[src/rtl/crc32_fcs_ctrl.sv]
// crc32_fcs_ctrl: frame sequencer around a byte-serial CRC32 engine.
// Passes payload through, optionally zero-pads to MIN_LEN, appends the
// 4-byte FCS (low byte first) and drives the engine clear/update strobes.
// Ports:
//   clk, rst_n                 clock, synchronous active-low reset
//   s_data/s_valid/s_last/s_ready  payload input stream
//   m_data/m_valid/m_last/m_ready  output stream (payload, pad, FCS)
//   crc_data/crc_valid/crc_clr     engine controls; crc_value engine result
//   busy, frame_done, frame_cnt    frame status
module crc32_fcs_ctrl #(
    parameter int MIN_LEN = 60,
    parameter bit PAD_EN  = 1'b1
) (
    input  logic        clk,
    input  logic        rst_n,
    input  logic [7:0]  s_data,
    input  logic        s_valid,
    input  logic        s_last,
    output logic        s_ready,
    output logic [7:0]  m_data,
    output logic        m_valid,
    output logic        m_last,
    input  logic        m_ready,
    output logic [7:0]  crc_data,
    output logic        crc_valid,
    output logic        crc_clr,
    input  logic [31:0] crc_value,
    output logic        busy,
    output logic        frame_done,
    output logic [15:0] frame_cnt
);
    typedef enum logic [2:0] {S_CLR, S_IDLE, S_DATA, S_PAD, S_FCS} state_t;
    localparam logic [15:0] MIN = 16'(MIN_LEN);
    state_t      state_q, state_d;
    logic [15:0] cnt_q, cnt_d, cnt_n;
    logic [1:0]  k_q, k_d;
    logic [15:0] frame_cnt_q, frame_cnt_d;
    logic        frame_done_q, frame_done_d;
    logic        busy_q, busy_d;
    // byte count after the current accepted byte, saturating
    assign cnt_n = (cnt_q == 16'hFFFF) ? cnt_q : cnt_q + 16'd1;
    always_comb begin
        state_d      = state_q;
        cnt_d        = cnt_q;
        k_d          = k_q;
        frame_cnt_d  = frame_cnt_q;
        frame_done_d = 1'b0;
        s_ready      = 1'b0;
        m_valid      = 1'b0;
        m_data       = 8'h00;
        m_last       = 1'b0;
        crc_valid    = 1'b0;
        crc_clr      = 1'b0;
        case (state_q)
            S_CLR: begin
                crc_clr = 1'b1;
                cnt_d   = 16'd0;
                k_d     = 2'd0;
                state_d = S_IDLE;
            end
            S_IDLE, S_DATA: begin
                m_data    = s_data;
                m_valid   = s_valid;
                s_ready   = m_ready;
                crc_valid = s_valid && m_ready;
                if (crc_valid) begin
                    cnt_d   = cnt_n;
                    state_d = !s_last ? S_DATA : (PAD_EN && cnt_n < MIN) ? S_PAD : S_FCS;
                end
            end
            S_PAD: begin
                m_valid   = 1'b1;
                crc_valid = m_ready;
                if (m_ready) begin
                    cnt_d   = cnt_n;
                    state_d = (cnt_n == MIN) ? S_FCS : S_PAD;
                end
            end
            S_FCS: begin
                m_valid = 1'b1;
                m_data  = crc_value[{k_q, 3'b000} +: 8];
                m_last  = (k_q == 2'd3);
                if (m_ready) begin
                    k_d = k_q + 2'd1;
                    if (m_last) begin
                        state_d      = S_CLR;
                        frame_done_d = 1'b1;
                        frame_cnt_d  = frame_cnt_q + 16'd1;
                    end
                end
            end
            default: state_d = S_CLR;
        endcase
        // reset silences the output and clears the engine in the same cycle
        if (!rst_n) begin
            s_ready   = 1'b0;
            m_valid   = 1'b0;
            crc_valid = 1'b0;
            crc_clr   = 1'b1;
        end
        busy_d = (state_d == S_DATA) || (state_d == S_PAD) || (state_d == S_FCS);
    end
    always_ff @(posedge clk) begin
        if (!rst_n) begin
            state_q      <= S_CLR;
            cnt_q        <= 16'd0;
            k_q          <= 2'd0;
            frame_cnt_q  <= 16'd0;
            frame_done_q <= 1'b0;
            busy_q       <= 1'b0;
        end else begin
            state_q      <= state_d;
            cnt_q        <= cnt_d;
            k_q          <= k_d;
            frame_cnt_q  <= frame_cnt_d;
            frame_done_q <= frame_done_d;
            busy_q       <= busy_d;
        end
    end
    assign crc_data   = m_data;
    assign busy       = busy_q;
    assign frame_done = frame_done_q;
    assign frame_cnt  = frame_cnt_q;
endmodule

[config.mk]
export PLATFORM = sky130hd
export DESIGN_NAME = crc32_fcs_ctrl
export DESIGN_NICKNAME = d
export VERILOG_FILES = /design/src/rtl/crc32_fcs_ctrl.sv
export SDC_FILE = /design/constraint.sdc
export NUM_CORES = 1
export LEC_CHECK = 0
export ABC_AREA = 1
export BUFFER_PORTS_ARGS = -buffer_cell sky130_fd_sc_hd__buf_2
export CAP_MARGIN = 0
export CORE_MARGIN = 8
export CORE_UTILIZATION = 30
export DETAILED_ROUTE_END_ITERATION = 10
export PLACE_DENSITY = 0.5
export RECOVER_POWER = 25
export SLEW_MARGIN = 40
export SYNTH_ARGS = -nofsm -noshare
export SYNTH_HDL_FRONTEND = slang
export SYNTH_SLANG_ARGS = --single-unit
[constraint.sdc]
create_clock -name clk -period 2 [get_ports clk]
set_input_delay 0.4 -clock clk [delete_from_list [all_inputs] [get_ports clk]]
set_output_delay 0.4 -clock clk [all_outputs]
set_load 0.05 [all_outputs]
==> flow_summary.ini, run 1 <==
[floorplan]
core_mm2 = 0.00920
initial_utilization = 0.307
rows = 35
die_w_um = 113
die_h_um = 113
io_pins = 84
dieArea_mm2 = 0.0128

[clock_network]
cts_tree = built
numCtsBuffers = 5
insertion_delay_ns = 0.30
cts_root_buffer = clkbuf_8
h-tree-depth = 2
cts.sinks = 39
postCtsHoldBufs = 0
clk_pin_slew_ns = 0.10
clock_path_buffers = 2

[final_layout]
syn2layout_area_growth_pct = 41.6
seq_area_um2 = 797
layout-drive-gt1-share = 0.354
fin_nets = 621
finalCoreUtilization = 0.434
multi_input_area_mm2 = 0.00185
nFillCells = 967
n_antenna_cell = 0
instances_no_fill = 685

[routing]
initialDrtViolationCount = 136
wirelength_mm = 9.13
drcViolationCount = 0
avgViaCountPerCell = 4.73
wire_per_inst_um = 13.3
first_pass_iters = 4
vias = 3241
drtAntennaViolNets = 0

[timing]
finalHoldViolations = 0
max_slew_margin = 0.575
worst_pin_slew_ns = 0.640
fmax_mhz = 497
rsz0062_at_grt = true
finalCriticalPeriod_ns = 2.01
drv_slew = 0
setup_ws_ns = -0.0108
tns_ns = -0.0108
finalSetupViolCount = 1
fin_crit_sh = 1.01
clock_skew_ns = 0.0113

[flow_run]
cap_violations = 0

[setup_path]
endpoint_kind = output port
worst-setup-path-type = flip-flop to output port
reg2reg_depth = 15
arrival_ns = 1.61
path_max_fanout = 3
cp.required_ns = 1.60
start_kind = flip-flop

[pwr]
vdd_drop_max_v = 0.000265
p_per_area_mw_per_mm2 = 468
leakagePower_nw = 1.94

[synthesis]
synth_edf_count = 0
syn_inst = 462
ys_ff_latch = 39
yosysTopAreaCell = dfxtp_1
synth_cell_types = 33
seq_area_frac_synth = 0.277
syn_nets = 510
synth_common_cells = 132 x nand2_1, 61 x inv_1, 52 x nor2_1
yosysWarnings = 0
avgSynthCellArea_um2 = 6.10
synth-main-ff-cell = dfxtp_1
synthTopCellsByArea = dfxtp_1 28%, nand2_1 18%, inv_1 8.1%
syn_area_mm2 = 0.00282
synth_most_common_cell = nand2_1
synthDominantCellAreaShare = 0.277
synthArstFlopShare = 0

[global_route]
grt_usage = 0.139
grt_first_pass_wirelength_mm = 14.9
grt-ovfl-total = 0
antenna_found_initial = 0
grt_max_degree = 25
grt_pass1_vias = 3266

[placement]
dp_hpwl_mm = 6.62
dp_cells = 657
io_buffers = 83
place_ws_ns = -0.0710
place.gp.congestion = 0.802

[outcome]
status = complete, but fails checks
violations = negative setup slack

[min_path]
hp-class = flip-flop to flip-flop
hold_depth = 2
-- power breakdown --
| group | switching [mW] | total, mW | internal (mW) |
|---|---|---|---|
| combinational | 0.307 | 0.502 | 0.195 |
| clock | 0.328 | 0.578 | 0.250 |
| sequential | 0.00690 | 0.790 | 0.783 |
-- layer usage --
metal,track usage,share of wire,vias up
li1,-,-,1700
met1,0.166,0.43,1470
met2,0.248,0.52,63
met3,0.0314,0.045,8
met4,0.0329,0.0083,0
met5,0,0,-
-- per-stage QoR --
step	cell area (µm²)	hold WS (ns)	power, mW
finish	3990	0.496	1.87
global route	3990	0.515	1.96
CTS	3680	0.488	1.83
detailed placement	3430	0.472	1.20
global placement	3430	0.456	1.20
floorplan	2840	0.461	1.09
-- final cells by class --
type | count | area share
inverter | 65 | 0.0648
clock inverter | 3 | 0.00595
timing repair buffer | 123 | 0.214
sequential | 39 | 0.200
tap | 111 | 0.0348
multi-input combinational | 339 | 0.463
clock buffer | 5 | 0.0172
-- critical path, stage by stage, from the launching register on --
cell and delay [ns]:
dfxtp_1 0.42, nor2_4 0.06, nor2_2 0.13, nand2_2 0.09, buf_6 0.13, nor2_2 0.09, nor2_2 0.06, nor2_2 0.15
buf_6 0.18
-- what timing repair did --
| item | in CTS | in global routing |
|---|---|---|
| buffers inserted | 9 | 11 |
| pin swaps | 6 | 30 |
| endpoints found under the hold margin | 0 | 0 |
| gates resized for setup | 38 | 74 |
| endpoints found under the setup margin | 21 | 24 |
-- sequential cells by signal, summed over array words and instances, names as in the netlist --
register and cells:
k_q 2, busy 1, cnt_q 16, frame_cnt 16, frame_done 1, state_q 3
-- cells in the final DEF (no fill, tap or decap), drive strengths merged --
master / netlist / layout
nand4: 6 / 6
dfxtp: 39 / 39
a32o: 8 / 8
nor3: 5 / 5
nand2: 142 / 142
o21a: 2 / 2
xor2: 1 / 1
nand3: 27 / 27
nor2: 69 / 69
o21bai: 3 / 3
xnor2: 1 / 1
clkbuf: 7 / 15
clkinv: 3 / 2
nand3b: 2 / 2
a31oi: 3 / 3
nor3b: 3 / 3
buf: 12 / 113
inv: 62 / 63
ha: 3 / 3
o21ai: 28 / 28
clkinvlp: 0 / 3
a21oi: 36 / 36
-- path summary, 6_finish.rpt --
path	slack [ns]	start	end
worst max register to register	0.03	state_q[0]	frame_cnt[15]
worst max-delay path	-0.01	state_q[1]	crc_valid
worst min-delay path	0.50	frame_cnt[4]	frame_cnt[4]
worst min register to register	0.50	frame_cnt[4]	frame_cnt[4]
-- logic make-up (layout without fill, tap and decap cells) --
kind of cell / count (synthesis) / count (layout) / share of synthesized area
xor gates and xnor gates: 2 / 2 / 0.00621
buffers and inverters: 84 / 196 / 0.125
AOI/OAI and AO/OA: 80 / 80 / 0.162
adders and majority gates: 3 / 3 / 0.0133
DFF: 39 / 39 / 0.277
and+or+nand+nor: 254 / 254 / 0.417
No activity file was read; power rests on OpenSTA's default activity.
==> inputs of run 2 (changes only) <==
--- a/config.mk
+++ b/config.mk
@@ -10,9 +10,11 @@
 export CAP_MARGIN = 0
 export CORE_MARGIN = 8
 export CORE_UTILIZATION = 30
+export CTS_CLUSTER_SIZE = 40
 export DETAILED_ROUTE_END_ITERATION = 10
 export PLACE_DENSITY = 0.5
 export RECOVER_POWER = 25
+export SETUP_SLACK_MARGIN = 0.4
 export SLEW_MARGIN = 40
 export SYNTH_ARGS = -nofsm -noshare
 export SYNTH_HDL_FRONTEND = slang
==> run 2 against run 1 <==
Against the previous run:
- the flow now finishes without violations
- sequential cell count unchanged
- wire length up 6.5%
- via count grew 4.3%
- fmax up 1.3%
- die area unchanged
- count of clock-buffer cells in the layout did not move
- register-to-register slack hardly changed
- first-iteration DRC count grew 6.6%
- worst hold slack lost 0.011 ns
- setup slack improved by 0.026 ns
- non-clock buffer count rose by 13
- critical endpoint is now state_q[0]
- largest power group unchanged
==> flow_summary.ini, run 2 (synthesis gave the netlist of run 1 again) <==
[setup_path]
start_kind = flip-flop
crit_chain = ha_4, nand3_4, nor2_4, nand3_4, nand2_2, o21ai_2, nor2_1, nand3_1, nor2_2, nand3_1, nand2_1, nand2_1, nor2_1, nor2_1
worst-setup-path-type = flip-flop to flip-flop
arrival_ns = 2.17
cp.depth = 14
reg2reg_to = state_q[0]
endpoint_kind = flip-flop
crit_end = state_q[0]
reg2reg_slack_ns = 0.02
cpMaxStageDelayCell = dfxtp_4
cp.required_ns = 2.19
critPathMostFrequentCell = nor2_1
cp_num_buf_inv = 0
r2r-start = cnt_q[0]
reg2reg_depth = 14
cp_top_family = simple AND/OR/NAND/NOR gates
max_stage_delay_ns = 0.37
startpoint = cnt_q[0]
path_max_fanout = 8

[routing]
wirelength_mm = 9.73
initialDrtViolationCount = 145
drtAntennaViolNets = 0
avgViaCountPerCell = 4.84
drcViolationCount = 0
vias = 3381
wire_per_inst_um = 13.9
first_pass_iters = 4

[final_layout]
layout_common_cells = 115 x nand2_1, 62 x buf_2, 56 x inv_1, 38 x buf_4, 36 x nor2_1
fin_nets = 635
nFillCells = 940
layout-drive-gt1-share = 0.464
fin_area_mm2 = 0.00447
n_antenna_cell = 0
seq_area_um2 = 831
syn2layout_area_growth_pct = 58.3
layout_commonest_cell = nand2_1
multi_input_area_mm2 = 0.00204

[pwr]
p_per_area_mw_per_mm2 = 433
vdd_drop_max_v = 0.000279
leakagePower_nw = 2.14

[clock_network]
cts_root_buffer = clkbuf_8
cts_tree = built
h-tree-depth = 2
clk_pin_slew_ns = 0.09
postCtsHoldBufs = 0
cts.sinks = 39
insertion_delay_ns = 0.30
numCtsBuffers = 5
clock_path_buffers = 2

[timing]
finalHoldViolations = 0
finalCriticalPeriod_ns = 1.98
rsz0062_at_grt = true
max_slew_margin = 0.716
worst_pin_slew_ns = 0.426
clock_skew_ns = 0.0106
timing.hold.ws_ns = 0.486
fmax_mhz = 504
fin_crit_sh = 0.992
finalSetupViolCount = 0
drv_slew = 0

[placement]
place.gp.congestion = 0.838
io_buffers = 83
place_area_mm2 = 0.00350
dp_hpwl_mm = 6.70

[global_route]
grt-ovfl-total = 0
grt_usage = 0.144
met1_usage = 0.167
grt_first_pass_wirelength_mm = 15.2
antenna_found_initial = 0
grt_use_met2 = 0.259
grt_max_degree = 23
use_met3 = 0.0314
grt_pass1_vias = 3243
busiest_layer = met2

[flow_run]
cap_violations = 0

[floorplan]
core_mm2 = 0.00920
initial_utilization = 0.307
rows = 35
dieArea_mm2 = 0.0128
die_h_um = 113
die_w_um = 113
io_pins = 84

[min_path]
hp-class = flip-flop to flip-flop
hp-start = frame_cnt[4]

[outcome]
status = finished, final reports clean
-- run 2: power breakdown --
part	internal, mW	switching, mW	leakage, nW
Clock	0.250	0.327	0.0443
Combinational	0.239	0.339	1.77
Sequential	0.772	0.00775	0.327
Total	1.26	0.674	2.14
-- run 2: area by class of cell --
class                      count  area share
clock buffer                   5      0.0154
clock inverter                 3     0.00560
sequential                    39       0.186
multi-input combinational    339       0.457
timing repair buffer         136       0.243
tap                          111      0.0311
timing repair inverter         1     0.00196
inverter                      65      0.0600
-- run 2: worst min path at each step --
stage / slack (ns) / end / depth (start not counted)
finish: 0.49 / frame_cnt[4] / 2
global route: 0.53 / frame_cnt[4] / 2
CTS: 0.49 / frame_cnt[5] / 2
detailed placement: 0.47 / frame_cnt[15] / 2
global placement: 0.45 / frame_cnt[15] / 2
floorplan: 0.46 / k_q[1] / 2
-- run 2: timing repair --
item,4_1_cts,5_1_grt
setup endpoints to repair,47,50
gates resized for setup,92,78
cloned,1,1
setup buffers,20,15
pin swaps,26,25
-- run 2: routing by layer --
metal | vias to the layer above | wire length [µm]
li1 | 1720 | -
met4 | 0 | 163
met3 | 14 | 457
met1 | 1580 | 4170
met5 | - | 0
met2 | 67 | 4940
-- run 2: per-stage QoR --
| stage | total power [mW] | util | setup WS, ns | std cells | setup TNS (ns) |
|---|---|---|---|---|---|
| finish | 1.93 | 0.486 | 0.0153 | 699 | 0 |
| global route | 2.03 | 0.486 | -0.198 | 699 | -0.760 |
| CTS | 1.90 | 0.442 | 0.0487 | 683 | 0 |
| detailed placement | 1.21 | 0.381 | -0.0189 | 654 | -0.0213 |
| global placement | 1.21 | 0.381 | 0.0140 | 654 | 0 |
| floorplan | 1.11 | - | 0.197 | 462 | 0 |
-- run 2: worst min-delay path: stages, from the launching register on --
cell	delay (ns)
dfxtp_2	0.34
inv_1	0.06
a21oi_1	0.06
==> inputs of run 3 (changes only) <==
--- a/config.mk
+++ b/config.mk
@@ -9,10 +9,10 @@
 export BUFFER_PORTS_ARGS = -buffer_cell sky130_fd_sc_hd__buf_2
 export CAP_MARGIN = 0
 export CORE_MARGIN = 8
-export CORE_UTILIZATION = 30
+export CORE_UTILIZATION = 42
 export CTS_CLUSTER_SIZE = 40
 export DETAILED_ROUTE_END_ITERATION = 10
-export PLACE_DENSITY = 0.5
+export PLACE_DENSITY = 0.66
 export RECOVER_POWER = 25
 export SETUP_SLACK_MARGIN = 0.4
 export SLEW_MARGIN = 40
==> run 3 against run 2 <==
Against the previous run:
- the flow now finishes with violations (negative setup slack)
- clock power decreased by 1%
- total power is 0.36% higher
- critical path depth decreased by 6
- via count up 3.4%
- first-iteration DRC count down 37%
- setup slack got worse by 0.072 ns
- worst hold slack got worse by 0.0081 ns
- highest routed layer unchanged
- cell count shrank 2.4%
- critical endpoint is now crc_data[7]
- cell area up 1.5%
- clock skew grew 0.00088 ns
==> flow_summary.ini, run 3 (synthesis gave the netlist of run 1 again) <==
[final_layout]
n_antenna_cell = 0
seq_area_um2 = 817
layout-drive-gt1-share = 0.458
fin_nets = 649
syn2layout_area_growth_pct = 60.7
nFillCells = 532
layout_commonest_cell = nand2_1
multi_input_area_mm2 = 0.00202
layout_common_cells = 113 x nand2_1, 56 x inv_1, 50 x buf_2, 38 x buf_4, 34 x buf_6

[placement]
place.gp.congestion = 0.865
place_ws_ns = 0.0342
dp_hpwl_mm = 6.17
io_buffers = 83

[timing]
setup_ws_ns = -0.0566
drv_slew = 0
clock_skew_ns = 0.0115
tns_ns = -0.575
worst_pin_slew_ns = 0.608
finalHoldViolations = 0
finalCriticalPeriod_ns = 2.06
fin_crit_sh = 1.03
rsz0062_at_grt = true
max_slew_margin = 0.597
fmax_mhz = 486
finalSetupViolCount = 19

[min_path]
hp-class = flip-flop to flip-flop

[routing]
drcViolationCount = 0
vias = 3495
initialDrtViolationCount = 92
wire_per_inst_um = 14.4
first_pass_iters = 4
drtAntennaViolNets = 0
wirelength_mm = 9.83
avgViaCountPerCell = 5.12

[global_route]
grt-ovfl-total = 0
grt_first_pass_wirelength_mm = 15.5
grt_pass1_vias = 3396
grt_max_degree = 26
antenna_found_initial = 0
grt_usage = 0.191

[floorplan]
core_mm2 = 0.00664
initial_utilization = 0.424
die_w_um = 97.9
dieArea_mm2 = 0.00959
io_pins = 84
die_h_um = 97.9
rows = 30

[clock_network]
clk_pin_slew_ns = 0.08
cts_tree = built
cts_root_buffer = clkbuf_8
insertion_delay_ns = 0.30
h-tree-depth = 2
numCtsBuffers = 5
cts.sinks = 39
postCtsHoldBufs = 0
clock_path_buffers = 2

[setup_path]
path_max_fanout = 5
arrival_ns = 1.66
start_kind = flip-flop
worst-setup-path-type = flip-flop to output port
endpoint_kind = output port
cp.required_ns = 1.60

[flow_run]
cap_violations = 0

[pwr]
vdd_drop_max_v = 0.000313
p_per_area_mw_per_mm2 = 428
leakagePower_nw = 2.12

[outcome]
violations = negative setup slack
status = complete, but fails checks
[run 3: report_power, final]
part | leakage (nW) | switching, mW | internal, mW | total [mW]
Combinational | 1.75 | 0.343 | 0.244 | 0.588
Clock | 0.0443 | 0.321 | 0.250 | 0.570
Sequential | 0.325 | 0.00670 | 0.777 | 0.784
[run 3: cell type report]
cell class              instances  area share
multi-input cells             339       0.446
repair buffers                150       0.271
flip-flops and latches         39       0.180
inverters                      65      0.0580
well taps                      80      0.0221
clock buffers                   5      0.0152
clock inverters                 3     0.00552
repair inverters                1     0.00193
[run 3: critical path, stage by stage, from the launching register on]
cell	delay (ns)
dfxtp_2	0.35
nor2_4	0.13
buf_6	0.10
buf_6	0.09
nor2_4	0.04
nand2_4	0.13
clkinv_4	0.09
a32o_2	0.27
buf_8	0.16
[run 3: routing by layer]
metal	track usage	wire length [µm]	vias to the layer above
met4	0.0731	257	0
li1	-	-	1748
met1	0.222	4090	1623
met3	0.0434	529	22
met2	0.332	4950	102
met5	0	0	-
[run 3: timing repair]
action | CTS | global route
pin swaps | 39 | 17
setup buffers | 40 | 8
endpoints found under the setup margin | 42 | 53
gates cloned | 1 | 2
hold endpoints to repair | 0 | 0
gates resized for setup | 111 | 64
[run 3: final timing paths]
kind,start,endpoint,slack [ns],depth (start not counted)
max,state_q[0],crc_data[7],-0.06,8
min,frame_cnt[15],frame_cnt[15],0.48,2
max reg2reg,cnt_q[1],busy,-0.01,14
min reg2reg,frame_cnt[15],frame_cnt[15],0.48,2
[run 3: metrics by stage]
step | power [mW] | hold WS (ns) | util | cells | area [µm²]
2_1_floorplan | 1.11 | 0.461 | - | 462 | 2990
3_3_place_gp | 1.21 | 0.454 | 0.520 | 623 | 3450
3_5_place_dp | 1.21 | 0.459 | 0.520 | 623 | 3450
4_1_cts | 1.89 | 0.477 | 0.639 | 672 | 4240
5_1_grt | 2.01 | 0.516 | 0.682 | 682 | 4530
6_report | 1.94 | 0.477 | 0.682 | 682 | 4530
